==> config.mk <==
export PLATFORM = sky130hd
export DESIGN_NAME = matrix_multiplier_flat
export DESIGN_NICKNAME = d
export VERILOG_FILES = /design/src/rtl/matrix_multiplier_if.sv /design/src/rtl/matrix_multiplier.sv /design/src/flat_wrapper.sv
export SDC_FILE = /design/constraint.sdc
export NUM_CORES = 1
export LEC_CHECK = 0
export ABC_AREA = 1
export BUFFER_PORTS_ARGS = -buffer_cell sky130_fd_sc_hd__buf_2
export CAP_MARGIN = 20
export CELL_PAD_IN_SITES_DETAIL_PLACEMENT = 1
export CELL_PAD_IN_SITES_GLOBAL_PLACEMENT = 1
export CORE_MARGIN = 2
export CORE_UTILIZATION = 30
export DETAILED_ROUTE_END_ITERATION = 8
export PLACE_DENSITY = 0.62
export REMOVE_ABC_BUFFERS = 1
export SYNTH_ARGS = -nofsm -noshare
export SYNTH_HDL_FRONTEND = slang
export SYNTH_SLANG_ARGS = --single-unit
==> constraint.sdc <==
create_clock -name clk -period 7.75 [get_ports clk]
set_input_delay 1.55 -clock clk [delete_from_list [all_inputs] [get_ports clk]]
set_output_delay 1.55 -clock clk [all_outputs]
set_load 0.005 [all_outputs]
==> src/rtl/matrix_multiplier_if.sv <==
// Operand/result bundle for the 2x2 matrix multiplier: packed A/B operands in, four products and done out.
interface matrix_multiplier_if #(
  parameter int unsigned DATA_W = 8
);
  localparam int unsigned OP_W  = 4 * DATA_W;
  localparam int unsigned RES_W = 2 * DATA_W;

  logic             load;
  logic [OP_W-1:0]  nums_a;
  logic [OP_W-1:0]  nums_b;
  logic [RES_W-1:0] result1;
  logic [RES_W-1:0] result2;
  logic [RES_W-1:0] result3;
  logic [RES_W-1:0] result4;
  logic             matrix_multiplication_done;

  modport master (
    output load, nums_a, nums_b,
    input  result1, result2, result3, result4, matrix_multiplication_done
  );

  modport slave (
    input  load, nums_a, nums_b,
    output result1, result2, result3, result4, matrix_multiplication_done
  );
endinterface

==> src/rtl/matrix_multiplier.sv <==
// Pipelined 2x2 unsigned matrix multiplier C = A x B: operand capture, multiply stage, add stage.
// Optional macro SATURATE_EN clamps overflowing sums to all ones instead of wrapping.
module matrix_multiplier #(
  parameter int unsigned DATA_W = 8
) (
  input logic                 clk,
  input logic                 rst,
  matrix_multiplier_if.slave  bus
);
  localparam int unsigned RES_W = 2 * DATA_W;

  // Element index: 0=x11, 1=x12, 2=x21, 3=x22 (row-wise, MSB first in the packed word)
  logic [DATA_W-1:0] op_a [4];
  logic [DATA_W-1:0] op_b [4];
  logic [RES_W-1:0]  prod [8];
  logic [RES_W-1:0]  prod_c [8];
  logic [RES_W-1:0]  sum_c [4];
  logic              pending;
  logic              valid1;
  logic              issue_c;

  function automatic logic [RES_W-1:0] add_pair(input logic [RES_W-1:0] x, input logic [RES_W-1:0] y);
`ifdef SATURATE_EN
    logic [RES_W:0] s;
    s = (RES_W+1)'(x) + (RES_W+1)'(y);
    return s[RES_W] ? {RES_W{1'b1}} : s[RES_W-1:0];
`else
    return RES_W'(x + y);
`endif
  endfunction

  // Operand registers: no reset, hold until the next load
  always_ff @(posedge clk) begin
    if (bus.load) begin
      for (int i = 0; i < 4; i++) begin
        op_a[i] <= bus.nums_a[(3-i)*DATA_W +: DATA_W];
        op_b[i] <= bus.nums_b[(3-i)*DATA_W +: DATA_W];
      end
    end
  end

  assign issue_c = !rst && !bus.load && pending;

  // Product pairs feeding each result element r = {row, col}
  always_comb begin
    for (int r = 0; r < 4; r++) begin
      prod_c[2*r]   = RES_W'(op_a[2*(r/2)])     * RES_W'(op_b[r%2]);
      prod_c[2*r+1] = RES_W'(op_a[2*(r/2) + 1]) * RES_W'(op_b[2 + r%2]);
    end
  end

  always_comb begin
    for (int r = 0; r < 4; r++) begin
      sum_c[r] = add_pair(prod[2*r], prod[2*r+1]);
    end
  end

  // Pending flag and stage 1 (multiply)
  always_ff @(posedge clk) begin
    if (rst) begin
      pending <= 1'b1;
      valid1  <= 1'b0;
      for (int i = 0; i < 8; i++) prod[i] <= '0;
    end else if (bus.load) begin
      pending <= 1'b1;
      valid1  <= 1'b0;
    end else if (issue_c) begin
      pending <= 1'b0;
      valid1  <= 1'b1;
      for (int i = 0; i < 8; i++) prod[i] <= prod_c[i];
    end else begin
      valid1  <= 1'b0;
    end
  end

  // Stage 2 (add); a load suppresses any in-flight write and clears done
  always_ff @(posedge clk) begin
    if (rst) begin
      bus.result1                    <= '0;
      bus.result2                    <= '0;
      bus.result3                    <= '0;
      bus.result4                    <= '0;
      bus.matrix_multiplication_done <= 1'b0;
    end else if (bus.load) begin
      bus.matrix_multiplication_done <= 1'b0;
    end else if (valid1) begin
      bus.result1                    <= sum_c[0];
      bus.result2                    <= sum_c[1];
      bus.result3                    <= sum_c[2];
      bus.result4                    <= sum_c[3];
      bus.matrix_multiplication_done <= 1'b1;
    end
  end
endmodule

==> src/flat_wrapper.sv <==
// flat-port wrapper written by rule: the top's interface ports become plain ports
module matrix_multiplier_flat 
#(
  parameter int unsigned DATA_W = 8
)
  (clk, rst, bus_load, bus_nums_a, bus_nums_b, bus_result1, bus_result2, bus_result3, bus_result4, bus_matrix_multiplication_done);
  matrix_multiplier_if #(.DATA_W(DATA_W)) bus_i ();
  input logic clk;
  input logic rst;
  input wire logic [$bits(bus_i.load)-1:0] bus_load;
  input wire logic [$bits(bus_i.nums_a)-1:0] bus_nums_a;
  input wire logic [$bits(bus_i.nums_b)-1:0] bus_nums_b;
  output wire logic [$bits(bus_i.result1)-1:0] bus_result1;
  output wire logic [$bits(bus_i.result2)-1:0] bus_result2;
  output wire logic [$bits(bus_i.result3)-1:0] bus_result3;
  output wire logic [$bits(bus_i.result4)-1:0] bus_result4;
  output wire logic [$bits(bus_i.matrix_multiplication_done)-1:0] bus_matrix_multiplication_done;
  assign bus_i.load = bus_load;
  assign bus_i.nums_a = bus_nums_a;
  assign bus_i.nums_b = bus_nums_b;
  assign bus_result1 = bus_i.result1;
  assign bus_result2 = bus_i.result2;
  assign bus_result3 = bus_i.result3;
  assign bus_result4 = bus_i.result4;
  assign bus_matrix_multiplication_done = bus_i.matrix_multiplication_done;
  matrix_multiplier #(.DATA_W(DATA_W)) u_core (.clk(clk), .rst(rst), .bus(bus_i));
endmodule
==> results.json <==
{
  "routed_wirelength_microns": 86200,
  "first_global_vias": 26800,
  "grt-ovfl-total": 0,
  "crit_arrival_ns": 4.96,
  "synth_flop_cell": "edfxtp_1",
  "layout-drive-gt1-share": 0.0513,
  "powerDensity_nw_per_um2": 290,
  "ys_seq_elements": 259,
  "root_buffer": "clkbuf_16",
  "layout.cells.non_filler": 5552,
  "vdd_drop_max_mv": 0.154,
  "syn2layout_area_growth_pct": 10.2,
  "cts-buffers-inserted": 37,
  "port_buffers": 131,
  "vias": 24800,
  "period_share": 0.601,
  "cts-resized-gates": 0,
  "rsz0062_at_grt": "false",
  "yosys_warnings": 0,
  "insertion_delay_ns": 0.59,
  "htreeDepth": 2,
  "core_sq_um": 100000,
  "setup_violations": 0,
  "ant_nets": 0,
  "outcome": "complete, no violations",
  "drc_errors": 0,
  "syn_area_per_cell_sq_um": 7.36,
  "tritoncts": "built",
  "die_h_microns": 323,
  "post-cts-setup-buffers": 0,
  "rows": 116,
  "synth_top_cells_by_count": "inv_1, nand2_1, ha_1",
  "synth_area_sq_um": 30500,
  "slew_headroom": 0.419,
  "fin_setup_tns_ns": 0,
  "place.gp.congestion": 0.837,
  "cp-start-kind": "flip-flop",
  "clk_pin_slew_ns": 0.06,
  "ioPinCount": 132,
  "die-area_sq_um": 104000,
  "worstSetupEndpointType": "flip-flop",
  "yosysMostFrequentCell": "inv_1",
  "synthArstFlopShare": 0,
  "antenna_cells": 0,
  "drtPass1Iterations": 4,
  "start_util": 0.304,
  "synth.area.top_cells": "fa_1, edfxtp_1, ha_1, inv_1, nand2_1",
  "clockBufferDepth": 3,
  "critPathKind": "reg -> reg",
  "hold_viol_final": 0,
  "dpl.hpwl_microns": 68300,
  "grt_pass1_wl_microns": 140000,
  "hp-class": "reg -> reg",
  "wire_per_inst_microns": 15.5,
  "drt_iter0_drc": 998,
  "grt.total_usage": 0.170,
  "placed_area_sq_um": 32300,
  "final_cell_area_sq_um": 33600,
  "drv_slew": 0,
  "finalCriticalPeriod_ns": 4.66,
  "timing.fmax_mhz": 215,
  "max_cap_viol_count": 0,
  "yosysSeqAreaShare": 0.233,
  "synth_top_cell_by_area": "fa_1",
  "cts_sinks": 259,
  "syn-instance-count": 4139,
  "dp.cells": 5485,
  "yosysUniqueCellTypes": 33,
  "critPathRequiredTime_ns": 8.06,
  "fp.dieW_microns": 323,
  "routed_via_density": 4.46,
  "skew_ns": 0.0298,
  "grt_max_degree": 63,
  "cts_hold_buf": 0,
  "worst_pin_slew_ns": 0.871,
  "fin_nets": 4874,
  "yosysTopAreaCellShare": 0.192,
  "antenna_found_initial": 1,
  "path_max_fanout": 16,
  "synth_edf_count": 192,
  "p_leak_nw": 20.1
}
-- power by group --
| part | total, mW | switching [mW] | internal [mW] |
|---|---|---|---|
| Combinational | 5.92 | 3.80 | 2.11 |
| Clock | 1.78 | 0.698 | 1.08 |
| Sequential | 2.05 | 0.279 | 1.77 |
| Total | 9.75 | 4.78 | 4.96 |
-- placed cells by master (no fill, tap or decap), drive strengths merged --
cell and instances:
nand4 16, o21bai 6, fa 292, o21ai 103
bufinv 3, nand3 153, clkbuf 48, a21oi 161
dfxtp 67, nor3 26, inv 1149, o21a 6
nand2 1091, xnor2 8, edfxtp 192, o211ai 8
nor2 309, or2 6, clkinv 10, a31oi 22
buf 141, xor2 22, clkinvlp 4, ha 348
a21o 4
-- area by class of cell --
class | instances | area (sq um)
fillers | 12400 | 66700
repair buffers | 141 | 733
clock inverters | 19 | 211
flip-flops and latches | 259 | 7110
multi-input cells | 2581 | 18400
clock buffers | 48 | 1070
inverters | 1147 | 4310
well taps | 1357 | 1700
-- logic make-up (layout without fill, tap and decap cells) --
logic type	after synthesis	after routing	synth area share
AOI/OAI and AO/OA	310	310	0.0543
xor gates and xnor gates	30	30	0.00863
adders and majority gates	640	640	0.335
buffers and inverters	1299	1355	0.161
DFF	259	259	0.233
and+or+nand+nor	1601	1601	0.207
-- worst paths after layout --
path	from	end	slack (ns)	cells past startpoint
setup / recovery	u_core.op_a[1][5]	u_core.prod[0][62]	3.09	17
hold / removal	u_core.valid1	u_core.bus.matrix_multiplication_done	0.48	2
setup reg to reg	u_core.op_a[1][5]	u_core.prod[0][62]	3.09	17
hold reg to reg	u_core.valid1	u_core.bus.matrix_multiplication_done	0.48	2
-- flip-flops by register name, summed over array words and instances, names as in the netlist --
name                                   count
u_core.op_b                               32
u_core.bus.result3                        16
u_core.valid1                              1
u_core.bus.result4                        16
u_core.bus.result2                        16
u_core.pending                             1
u_core.prod                              128
u_core.bus.result1                        16
u_core.op_a                               32
u_core.bus.matrix_multiplication_done      1
-- layer usage --
metal,track usage,wire length (microns),up-vias
met1,0.202,37400,12100
met2,0.322,44600,243
met4,0.0435,2010,0
li1,-,-,12400
met3,0.0210,2230,98
met5,0,0,-
-- through the flow --
step	power [mW]	hold slack, ns	setup WS [ns]	util
4_1_cts	9.98	0.479	3.04	0.335
3_3_place_gp	8.01	0.464	3.08	0.322
6_report	9.75	0.475	3.09	0.335
3_5_place_dp	8.12	0.480	3.04	0.322
2_1_floorplan	6.34	0.449	2.18	-
5_1_grt	10.9	0.500	2.82	0.335
-- worst max-delay path, stage by stage, from the launching register on --
cell and delay (ns):
edfxtp_1 0.91, nand2_1 0.17, fa_1 0.55, fa_1 0.55, inv_1 0.05, fa_1 0.48
inv_1 0.05, fa_1 0.47, inv_1 0.04, ha_1 0.33, a21oi_1 0.22, nor2_1 0.06
nor2_1 0.10, nand2_1 0.10, nand2_1 0.09, nand2_1 0.05, nand2_1 0.09, a21oi_1 0.07
(Power assumes the default switching activity.)
